--- src/rtl/i2c_slave_regs.sv ---
// i2c_slave_regs: I2C slave with a byte-wide register bank, an auto-incrementing
// offset pointer shared by reads and writes, and a local host port that reads
// and writes the same registers. Everything runs on the system clock; SCL/SDA
// are oversampled, synchronised and glitch-filtered before any decoding.
module i2c_slave_regs #(
    parameter logic [6:0] SLAVE_ADDR = 7'h23,
    parameter int         REG_COUNT  = 16,
    parameter int         FILTER_LEN = 3,
    localparam int        AW         = $clog2(REG_COUNT)
) (
    input  logic          iClk,
    input  logic          iRst,
    input  logic          iSCL,
    input  logic          iSDA,
    output logic          oSDA,
    input  logic          iLocWe,
    input  logic [AW-1:0] iLocAddr,
    input  logic [7:0]    iLocData,
    output logic [7:0]    oLocData,
    output logic          oWrStb,
    output logic [AW-1:0] oWrAddr,
    output logic [7:0]    oWrData,
    output logic          oRdStb,
    output logic          oBusy
);

    localparam int CW = (FILTER_LEN > 1) ? $clog2(FILTER_LEN) : 1;
    localparam logic [CW-1:0] CNT_MAX = CW'(FILTER_LEN - 1);

    typedef enum logic [3:0] {
        S_IDLE,
        S_ADDR,
        S_ADDR_ACK,
        S_OFFS,
        S_OFFS_ACK,
        S_WDATA,
        S_WDATA_ACK,
        S_RDATA,
        S_RMACK
    } state_t;

    // Pin synchronisers and glitch filters
    logic          sclMeta_q, sclSync_q, sdaMeta_q, sdaSync_q;
    logic          sclFilt_q, sclFilt_d, sdaFilt_q, sdaFilt_d;
    logic [CW-1:0] sclCnt_q, sclCnt_d, sdaCnt_q, sdaCnt_d;
    logic          sclPrev_q, sdaPrev_q;

    // Bus conditions derived from the filtered levels
    logic          sclRise, sclFall, startDet, stopDet;

    // Protocol state
    state_t        state_q, state_d;
    logic [3:0]    bitCnt_q, bitCnt_d;
    logic [7:0]    rxShift_q, rxShift_d;
    logic [7:0]    txShift_q, txShift_d;
    logic [AW-1:0] ptr_q, ptr_d;
    logic          rw_q, rw_d;
    logic          ackPhase_q, ackPhase_d;
    logic          mack_q, mack_d;
    logic          sdaOut_q, sdaOut_d;
    logic          busy_q, busy_d;
    logic          rdStb_q, rdStb_d;

    // Register bank and side-band outputs
    logic [7:0]    regs_q [REG_COUNT];
    logic [7:0]    locData_q;
    logic          wrStb_q;
    logic [AW-1:0] wrAddr_q;
    logic [7:0]    wrData_q;

    logic          i2cWe;
    logic [7:0]    rxByte;
    logic [AW-1:0] ptrInc;
    logic [7:0]    curByte, nextByte;

    assign rxByte   = {rxShift_q[6:0], sdaFilt_q};
    assign ptrInc   = ptr_q + AW'(1);
    assign curByte  = regs_q[ptr_q];
    assign nextByte = regs_q[ptrInc];

    assign sclRise  = sclFilt_q & ~sclPrev_q;
    assign sclFall  = ~sclFilt_q & sclPrev_q;
    assign startDet = sclFilt_q & sclPrev_q & sdaPrev_q & ~sdaFilt_q;
    assign stopDet  = sclFilt_q & sclPrev_q & ~sdaPrev_q & sdaFilt_q;

    assign oSDA     = sdaOut_q;
    assign oLocData = locData_q;
    assign oWrStb   = wrStb_q;
    assign oWrAddr  = wrAddr_q;
    assign oWrData  = wrData_q;
    assign oRdStb   = rdStb_q;
    assign oBusy    = busy_q;

    // Two-flop synchronisers; idle bus level is high
    always_ff @(posedge iClk) begin
        if (iRst) begin
            sclMeta_q <= 1'b1;
            sclSync_q <= 1'b1;
            sdaMeta_q <= 1'b1;
            sdaSync_q <= 1'b1;
        end else begin
            sclMeta_q <= iSCL;
            sclSync_q <= sclMeta_q;
            sdaMeta_q <= iSDA;
            sdaSync_q <= sdaMeta_q;
        end
    end

    // Filter: the filtered level follows the pin only after FILTER_LEN agreeing samples
    always_comb begin
        sclFilt_d = sclFilt_q;
        sclCnt_d  = '0;
        sdaFilt_d = sdaFilt_q;
        sdaCnt_d  = '0;
        if (sclSync_q != sclFilt_q) begin
            if (sclCnt_q == CNT_MAX) sclFilt_d = sclSync_q;
            else                     sclCnt_d  = sclCnt_q + CW'(1);
        end
        if (sdaSync_q != sdaFilt_q) begin
            if (sdaCnt_q == CNT_MAX) sdaFilt_d = sdaSync_q;
            else                     sdaCnt_d  = sdaCnt_q + CW'(1);
        end
    end

    // Filter state plus one-cycle-delayed copies for edge detection
    always_ff @(posedge iClk) begin
        if (iRst) begin
            sclFilt_q <= 1'b1;
            sdaFilt_q <= 1'b1;
            sclCnt_q  <= '0;
            sdaCnt_q  <= '0;
            sclPrev_q <= 1'b1;
            sdaPrev_q <= 1'b1;
        end else begin
            sclFilt_q <= sclFilt_d;
            sdaFilt_q <= sdaFilt_d;
            sclCnt_q  <= sclCnt_d;
            sdaCnt_q  <= sdaCnt_d;
            sclPrev_q <= sclFilt_q;
            sdaPrev_q <= sdaFilt_q;
        end
    end

    // Protocol FSM: STOP and START override every state; otherwise bits are
    // taken on SCL rise and SDA is only changed on SCL fall
    always_comb begin
        state_d    = state_q;
        bitCnt_d   = bitCnt_q;
        rxShift_d  = rxShift_q;
        txShift_d  = txShift_q;
        ptr_d      = ptr_q;
        rw_d       = rw_q;
        ackPhase_d = ackPhase_q;
        mack_d     = mack_q;
        sdaOut_d   = sdaOut_q;
        busy_d     = busy_q;
        rdStb_d    = 1'b0;
        i2cWe      = 1'b0;

        if (stopDet) begin
            state_d  = S_IDLE;
            sdaOut_d = 1'b1;
            busy_d   = 1'b0;
        end else if (startDet) begin
            state_d  = S_ADDR;
            bitCnt_d = '0;
            sdaOut_d = 1'b1;
        end else begin
            case (state_q)
                S_IDLE: begin
                    sdaOut_d = 1'b1;
                end
                S_ADDR: begin
                    if (sclRise) begin
                        rxShift_d = rxByte;
                        bitCnt_d  = bitCnt_q + 4'd1;
                        if (bitCnt_q == 4'd7) begin
                            bitCnt_d   = '0;
                            ackPhase_d = 1'b0;
                            if (rxByte[7:1] == SLAVE_ADDR) begin
                                state_d = S_ADDR_ACK;
                                rw_d    = rxByte[0];
                                busy_d  = 1'b1;
                            end else begin
                                state_d = S_IDLE;
                                busy_d  = 1'b0;
                            end
                        end
                    end
                end
                S_OFFS, S_WDATA: begin
                    if (sclRise) begin
                        rxShift_d = rxByte;
                        bitCnt_d  = bitCnt_q + 4'd1;
                        if (bitCnt_q == 4'd7) begin
                            bitCnt_d   = '0;
                            ackPhase_d = 1'b0;
                            if (state_q == S_OFFS) begin
                                ptr_d   = rxByte[AW-1:0];
                                state_d = S_OFFS_ACK;
                            end else begin
                                i2cWe   = 1'b1;
                                ptr_d   = ptrInc;
                                state_d = S_WDATA_ACK;
                            end
                        end
                    end
                end
                S_ADDR_ACK, S_OFFS_ACK, S_WDATA_ACK: begin
                    if (sclFall) begin
                        if (!ackPhase_q) begin
                            ackPhase_d = 1'b1;
                            sdaOut_d   = 1'b0;
                        end else begin
                            ackPhase_d = 1'b0;
                            bitCnt_d   = '0;
                            sdaOut_d   = 1'b1;
                            if (state_q == S_ADDR_ACK && rw_q) begin
                                txShift_d = curByte;
                                rdStb_d   = 1'b1;
                                sdaOut_d  = curByte[7];
                                state_d   = S_RDATA;
                            end else if (state_q == S_ADDR_ACK) begin
                                state_d = S_OFFS;
                            end else begin
                                state_d = S_WDATA;
                            end
                        end
                    end
                end
                S_RDATA: begin
                    if (sclRise) begin
                        bitCnt_d = bitCnt_q + 4'd1;
                    end else if (sclFall) begin
                        if (bitCnt_q == 4'd8) begin
                            bitCnt_d = '0;
                            sdaOut_d = 1'b1;
                            mack_d   = 1'b0;
                            state_d  = S_RMACK;
                        end else begin
                            sdaOut_d = txShift_q[~bitCnt_q[2:0]];
                        end
                    end
                end
                S_RMACK: begin
                    if (sclRise) begin
                        mack_d = ~sdaFilt_q;
                    end else if (sclFall) begin
                        if (mack_q) begin
                            ptr_d     = ptrInc;
                            txShift_d = nextByte;
                            rdStb_d   = 1'b1;
                            sdaOut_d  = nextByte[7];
                            bitCnt_d  = '0;
                            state_d   = S_RDATA;
                        end else begin
                            sdaOut_d = 1'b1;
                            state_d  = S_IDLE;
                        end
                    end
                end
                default: begin
                    state_d  = S_IDLE;
                    sdaOut_d = 1'b1;
                end
            endcase
        end
    end

    // FSM and datapath registers
    always_ff @(posedge iClk) begin
        if (iRst) begin
            state_q    <= S_IDLE;
            bitCnt_q   <= '0;
            rxShift_q  <= '0;
            txShift_q  <= '0;
            ptr_q      <= '0;
            rw_q       <= 1'b0;
            ackPhase_q <= 1'b0;
            mack_q     <= 1'b0;
            sdaOut_q   <= 1'b1;
            busy_q     <= 1'b0;
            rdStb_q    <= 1'b0;
        end else begin
            state_q    <= state_d;
            bitCnt_q   <= bitCnt_d;
            rxShift_q  <= rxShift_d;
            txShift_q  <= txShift_d;
            ptr_q      <= ptr_d;
            rw_q       <= rw_d;
            ackPhase_q <= ackPhase_d;
            mack_q     <= mack_d;
            sdaOut_q   <= sdaOut_d;
            busy_q     <= busy_d;
            rdStb_q    <= rdStb_d;
        end
    end

    // Register bank: the I2C write is issued last so it wins a same-address collision
    always_ff @(posedge iClk) begin
        if (iRst) begin
            for (int i = 0; i < REG_COUNT; i++) regs_q[i] <= '0;
        end else begin
            if (iLocWe) regs_q[iLocAddr] <= iLocData;
            if (i2cWe)  regs_q[ptr_q]    <= rxByte;
        end
    end

    // Registered local read port and I2C write notification
    always_ff @(posedge iClk) begin
        if (iRst) begin
            locData_q <= '0;
            wrStb_q   <= 1'b0;
            wrAddr_q  <= '0;
            wrData_q  <= '0;
        end else begin
            locData_q <= regs_q[iLocAddr];
            wrStb_q   <= i2cWe;
            if (i2cWe) begin
                wrAddr_q <= ptr_q;
                wrData_q <= rxByte;
            end
        end
    end

endmodule

--- config.mk ---
export PLATFORM = sky130hd
export DESIGN_NAME = i2c_slave_regs
export DESIGN_NICKNAME = d
export VERILOG_FILES = /design/src/rtl/i2c_slave_regs.sv
export SDC_FILE = /design/constraint.sdc
export NUM_CORES = 1
export LEC_CHECK = 0
export BUFFER_PORTS_ARGS = -buffer_cell sky130_fd_sc_hd__buf_2
export CAP_MARGIN = 10
export CELL_PAD_IN_SITES_DETAIL_PLACEMENT = 1
export CELL_PAD_IN_SITES_GLOBAL_PLACEMENT = 2
export CORE_ASPECT_RATIO = 1.75
export CORE_MARGIN = 4
export CORE_UTILIZATION = 33
export DETAILED_ROUTE_END_ITERATION = 12
export GPL_TIMING_DRIVEN = 0
export PLACE_DENSITY_LB_ADDON = 0.1
export SYNTH_ARGS = -nofsm -noshare
export SYNTH_HDL_FRONTEND = slang
export SYNTH_SLANG_ARGS = --single-unit
--- constraint.sdc ---
create_clock -name iClk -period 4.4 [get_ports iClk]
set_clock_uncertainty 0.05 [all_clocks]
set_input_delay 0.88 -clock iClk [delete_from_list [all_inputs] [get_ports iClk]]
set_output_delay 0.88 -clock iClk [all_outputs]
set_load 0.02 [all_outputs]
==> run summary <==
The mapped netlist covers 12,100 um2. The largest single stage delay on the critical path is 680 ps. Relative to the synthesized area, the layout overhead comes to 11.0%. For this run, the leading register cell type out of synthesis is sky130_fd_sc_hd__edfxtp_1. Global routing used 26.3% of the available tracks. The clock-pin slew of the registers on the worst-case setup and hold paths was 80 ps. In the final routed layout, each cell accounts on average for 31.3 um. The slowest stage of the critical path belongs to the cell sky130_fd_sc_hd__clkdlybuf4s15_1. Setup violations remaining at the end of the flow were counted as 0. Synthesis produced a netlist whose cell count is 1,141. The analysis attributes to cell leakage a power of 4.49 nW. The synthesized design spends more area on one cell type than any other, namely sky130_fd_sc_hd__edfxtp_1. The number of flops mapped to enable cells by yosys was 128; the total number of yosys warnings was 0.

In this run the tool buffered the top-level ports with 29 buffer cells. The final total negative setup slack was 0 ps; the cell total after placement was 1,640. Prior to clock tree synthesis, the placed netlist has a worst setup slack of -444 ps.

By area the synthesized netlist is led by sky130_fd_sc_hd__edfxtp_1 32%, sky130_fd_sc_hd__mux4_2 17%, sky130_fd_sc_hd__dfxtp_1 12%, sky130_fd_sc_hd__o21ai_0 6.2%, sky130_fd_sc_hd__mux2i_1 5.5%. The run gives 0 as the antenna diode instance count. The logs give 41 for the number of ports placed on the die boundary and 92 for the number of rows in the core area.

The vertical die dimension was 261 um; the number of design rule violations left after detail routing was 0. The fraction of synthesis flops using an asynchronous set or reset pin is 0%, and the worst endpoint required time is 4690 ps. For this block, the routed nets add up to 52,300 um of wire.

The area of the core was 36,000 um2. Type of element capturing the critical path: a register. The routability-driven placement congestion ratio is 0.989. Counting distinct cell types in the post-synthesis netlist gives 55.

Source of the worst register-to-register timing path: ptr_q[0]. The total count of hold-check failures in the final report is 0. The run gives 5 as the number of optimization iterations in the first detailed-route pass.

For the total number of vias, the log shows 9,897. The clock period minus worst slack was 4010 ps. Final worst-path cycle share: 91.1%. CTS placed an instance of sky130_fd_sc_hd__clkbuf_16 at the clock tree root. The clock sink total came out at 198. Among the stages of the critical path, the cell type that occurs most often is sky130_fd_sc_hd__clkbuf_2. TritonCTS built the clock tree. The slew at the pin closest to its max-slew limit was 1170 ps; the via density per instance was 5.92. The tightest min-delay check is of the reg -> reg type. The max-slew headroom at the worst pin is 21.7%, and the worst path arrival time is 4300 ps. The launch point of the critical path is ptr_q[0].

The signal on the critical path passes through clkbuf_2, clkbuf_2, clkinv_2, ha_1, buf_2, clkdlybuf4s15_1, mux4_2, mux2_2, nand2_1, a31oi_1. The tools report the smallest setup slack after layout as 393 ps. The average instance in the mapped netlist occupies 10.6 um2.

The residual antenna-violating net count after detailed routing is 0, and the post-route non-filler standard cell count is 1,672. Across the run, the number of max-cap violations was 0. Maximum root-to-sink buffer count: 2. The run gives 41,900 um as the sum of net half-perimeters after detailed placement. Sum of internal, switching and leakage power: 4.21 mW.

For this run, the top clock speed supported by timing is 250 MHz. The run finished with clean final reports. The count of buffer and inverter cells on the critical path came out at 5. The share of Yosys cell area claimed by the top area cell type is 31.9%. The tools report the clock latency on the worst-skew pair as 470 ps. At the end of the flow, the number of nets in the layout was 1,217. The die span in x is 153 um, and the critical-path maximum fanout is 10. The tools report the count of pins over their slew limit as 0. The startpoint type of the worst setup path was a register.

Global routing finished with a remaining overflow of 0. The number of buffers inserted for hold repair after clock tree synthesis was 0. Synthesis produced a netlist with a net count of 1,169. Power spread over the standard cell area amounts to 314 nW/um2.

The worst-case IR drop observed on VDD is 254 uV. Of the synthesized area, sequential elements account for 43.5%. The critical path is of the reg -> reg type.

Setup repair after global routing left no endpoint under its margin. The clock tree synthesis step divided the H-tree into 4 levels. The die covers 39,800 um2. Counting flops and latches in the post-synthesis netlist gives 198. The number of antenna violations at the first check in global routing was 0; the effective utilization at floorplan was 33.5%.

The worst register-to-register path has a setup slack of 390 ps. The logs give 75,500 um for the wire length of the first global-routing pass and 20 for the largest net degree at the start of global routing. The run gives 10,380 as the via count of the first global-routing pass.

The post-route netlist has 16.6% of its cells at a drive strength greater than 1. The worst hold path begins at sdaCnt_q[0]. Buffers inserted during clock tree synthesis total 17. For this block, the initial DRC count from the detailed router was 675.

Among cell families on the critical path, the largest total delay comes from buffers and inverters.
per-layer routing:
metal  wire (um)  track usage, %
met5           0               0
met4        4720            19.5
met3        1610            2.72
met2       27400            48.5
met1       18600            27.6
metrics by stage:
stage | util (%) | hold slack (ps) | cell area (um2)
after CTS | 37.2 | 371 | 13400
after global routing | 37.2 | 385 | 13400
after detailed placement | 35.5 | 354 | 12800
final | 37.2 | 364 | 13400
after global placement | 35.5 | 344 | 12800
after floorplan | - | 339 | 12100
state kept, by name, summed over array words and instances, names as in the netlist, 2 cells and up, named ones only:
register / flops
bitCnt_q: 4
sdaCnt_q: 2
ptr_q: 4
rxShift_q: 7
regs_q: 128
oWrData: 8
state_q: 4
sclCnt_q: 2
txShift_q: 8
oLocData: 8
oWrAddr: 4
layout by cell type, fill, tap and decap left out, types with 5 or more instances in the layout:
master,count
sky130_fd_sc_hd__clkbuf_16,18
sky130_fd_sc_hd__mux2i_1,66
sky130_fd_sc_hd__buf_1,12
sky130_fd_sc_hd__a31oi_1,8
sky130_fd_sc_hd__nand2b_1,7
sky130_fd_sc_hd__nor3_1,18
sky130_fd_sc_hd__mux4_2,91
sky130_fd_sc_hd__clkbuf_1,63
sky130_fd_sc_hd__a21oi_1,15
sky130_fd_sc_hd__a22oi_1,19
sky130_fd_sc_hd__edfxtp_1,128
sky130_fd_sc_hd__ha_1,11
sky130_fd_sc_hd__o21a_1,6
sky130_fd_sc_hd__inv_8,5
sky130_fd_sc_hd__o21ai_0,150
sky130_fd_sc_hd__and2_1,11
sky130_fd_sc_hd__o22ai_1,7
sky130_fd_sc_hd__nand3_1,121
sky130_fd_sc_hd__nor2b_1,12
sky130_fd_sc_hd__nand2_1,111
sky130_fd_sc_hd__o211ai_1,17
sky130_fd_sc_hd__mux2_2,6
sky130_fd_sc_hd__buf_2,51
sky130_fd_sc_hd__inv_1,26
sky130_fd_sc_hd__nor2_1,70
sky130_fd_sc_hd__or2_2,5
sky130_fd_sc_hd__or3_1,8
sky130_fd_sc_hd__dfxtp_1,70
final cells by class:
type / count / area (um2)
Buffer: 103 / 434
Clock buffer: 19 / 464
Clock inverter: 13 / 124
Fill cell: 4068 / 22600
Inverter: 27 / 103
Multi-Input combinational cell: 813 / 6290
Sequential cell: 198 / 5250
Tap cell: 470 / 588
Timing Repair Buffer: 29 / 145
cells by family (layout without fill, tap and decap cells):
family	count (synthesis)	count (layout)	share of synthesized area, %
flops	198	198	43.5
xor+xnor	6	6	0.436
simple gates	390	390	15.6
buf+inv	130	191	4.37
compound gates	243	243	12.0
mux	163	163	23.0
fa+ha+maj	11	11	1.14
power by group:
group / total, mW / internal [mW] / leakage (nW) / switching (mW)
logic: 0.427 / 0.166 / 2.41 / 0.260
clock network: 1.62 / 0.801 / 0.296 / 0.819
registers: 2.16 / 2.06 / 1.79 / 0.102
what timing repair did:
item,in CTS,in global routing
cloned,0,0
setup buffers,0,0
resized for setup,3,2
setup endpoints to repair,15,1
cells in the mapped netlist, types with 3 or more instances:
cell                         n
sky130_fd_sc_hd__or3_1       8
sky130_fd_sc_hd__nor2b_1    12
sky130_fd_sc_hd__buf_1      13
sky130_fd_sc_hd__a22oi_1    19
sky130_fd_sc_hd__clkbuf_1   65
sky130_fd_sc_hd__a21oi_1    15
sky130_fd_sc_hd__nand3_1   121
sky130_fd_sc_hd__o32ai_1     3
sky130_fd_sc_hd__and2_1     11
sky130_fd_sc_hd__o21ai_0   150
sky130_fd_sc_hd__nor2_1     70
sky130_fd_sc_hd__dfxtp_1    70
sky130_fd_sc_hd__nand2_1   111
sky130_fd_sc_hd__buf_4       3
sky130_fd_sc_hd__nand3_2     4
sky130_fd_sc_hd__o21a_1      6
sky130_fd_sc_hd__o211a_1     3
sky130_fd_sc_hd__nand3b_1    4
sky130_fd_sc_hd__buf_2      22
sky130_fd_sc_hd__mux4_2     91
sky130_fd_sc_hd__nor3_1     18
sky130_fd_sc_hd__and4b_1     3
sky130_fd_sc_hd__xnor2_1     4
sky130_fd_sc_hd__o22ai_1     7
sky130_fd_sc_hd__or2_2       5
sky130_fd_sc_hd__a31oi_1     8
sky130_fd_sc_hd__nand4_1     3
sky130_fd_sc_hd__nand2b_1    7
sky130_fd_sc_hd__mux2_2      6
sky130_fd_sc_hd__inv_1      26
sky130_fd_sc_hd__and3_1      3
sky130_fd_sc_hd__edfxtp_1  128
sky130_fd_sc_hd__mux2i_1    66
sky130_fd_sc_hd__ha_1       11
sky130_fd_sc_hd__a211oi_1    4
sky130_fd_sc_hd__o211ai_1   17
path summary, 6_finish.rpt:
kind / cells past startpoint / endpoint
setup / recovery: 10 / txShift_q[2]
hold / removal: 1 / sdaCnt_q[0]
setup reg to reg: 10 / txShift_q[2]
hold reg to reg: 1 / sdaCnt_q[0]
No activity file was read; power rests on OpenSTA's default activity.
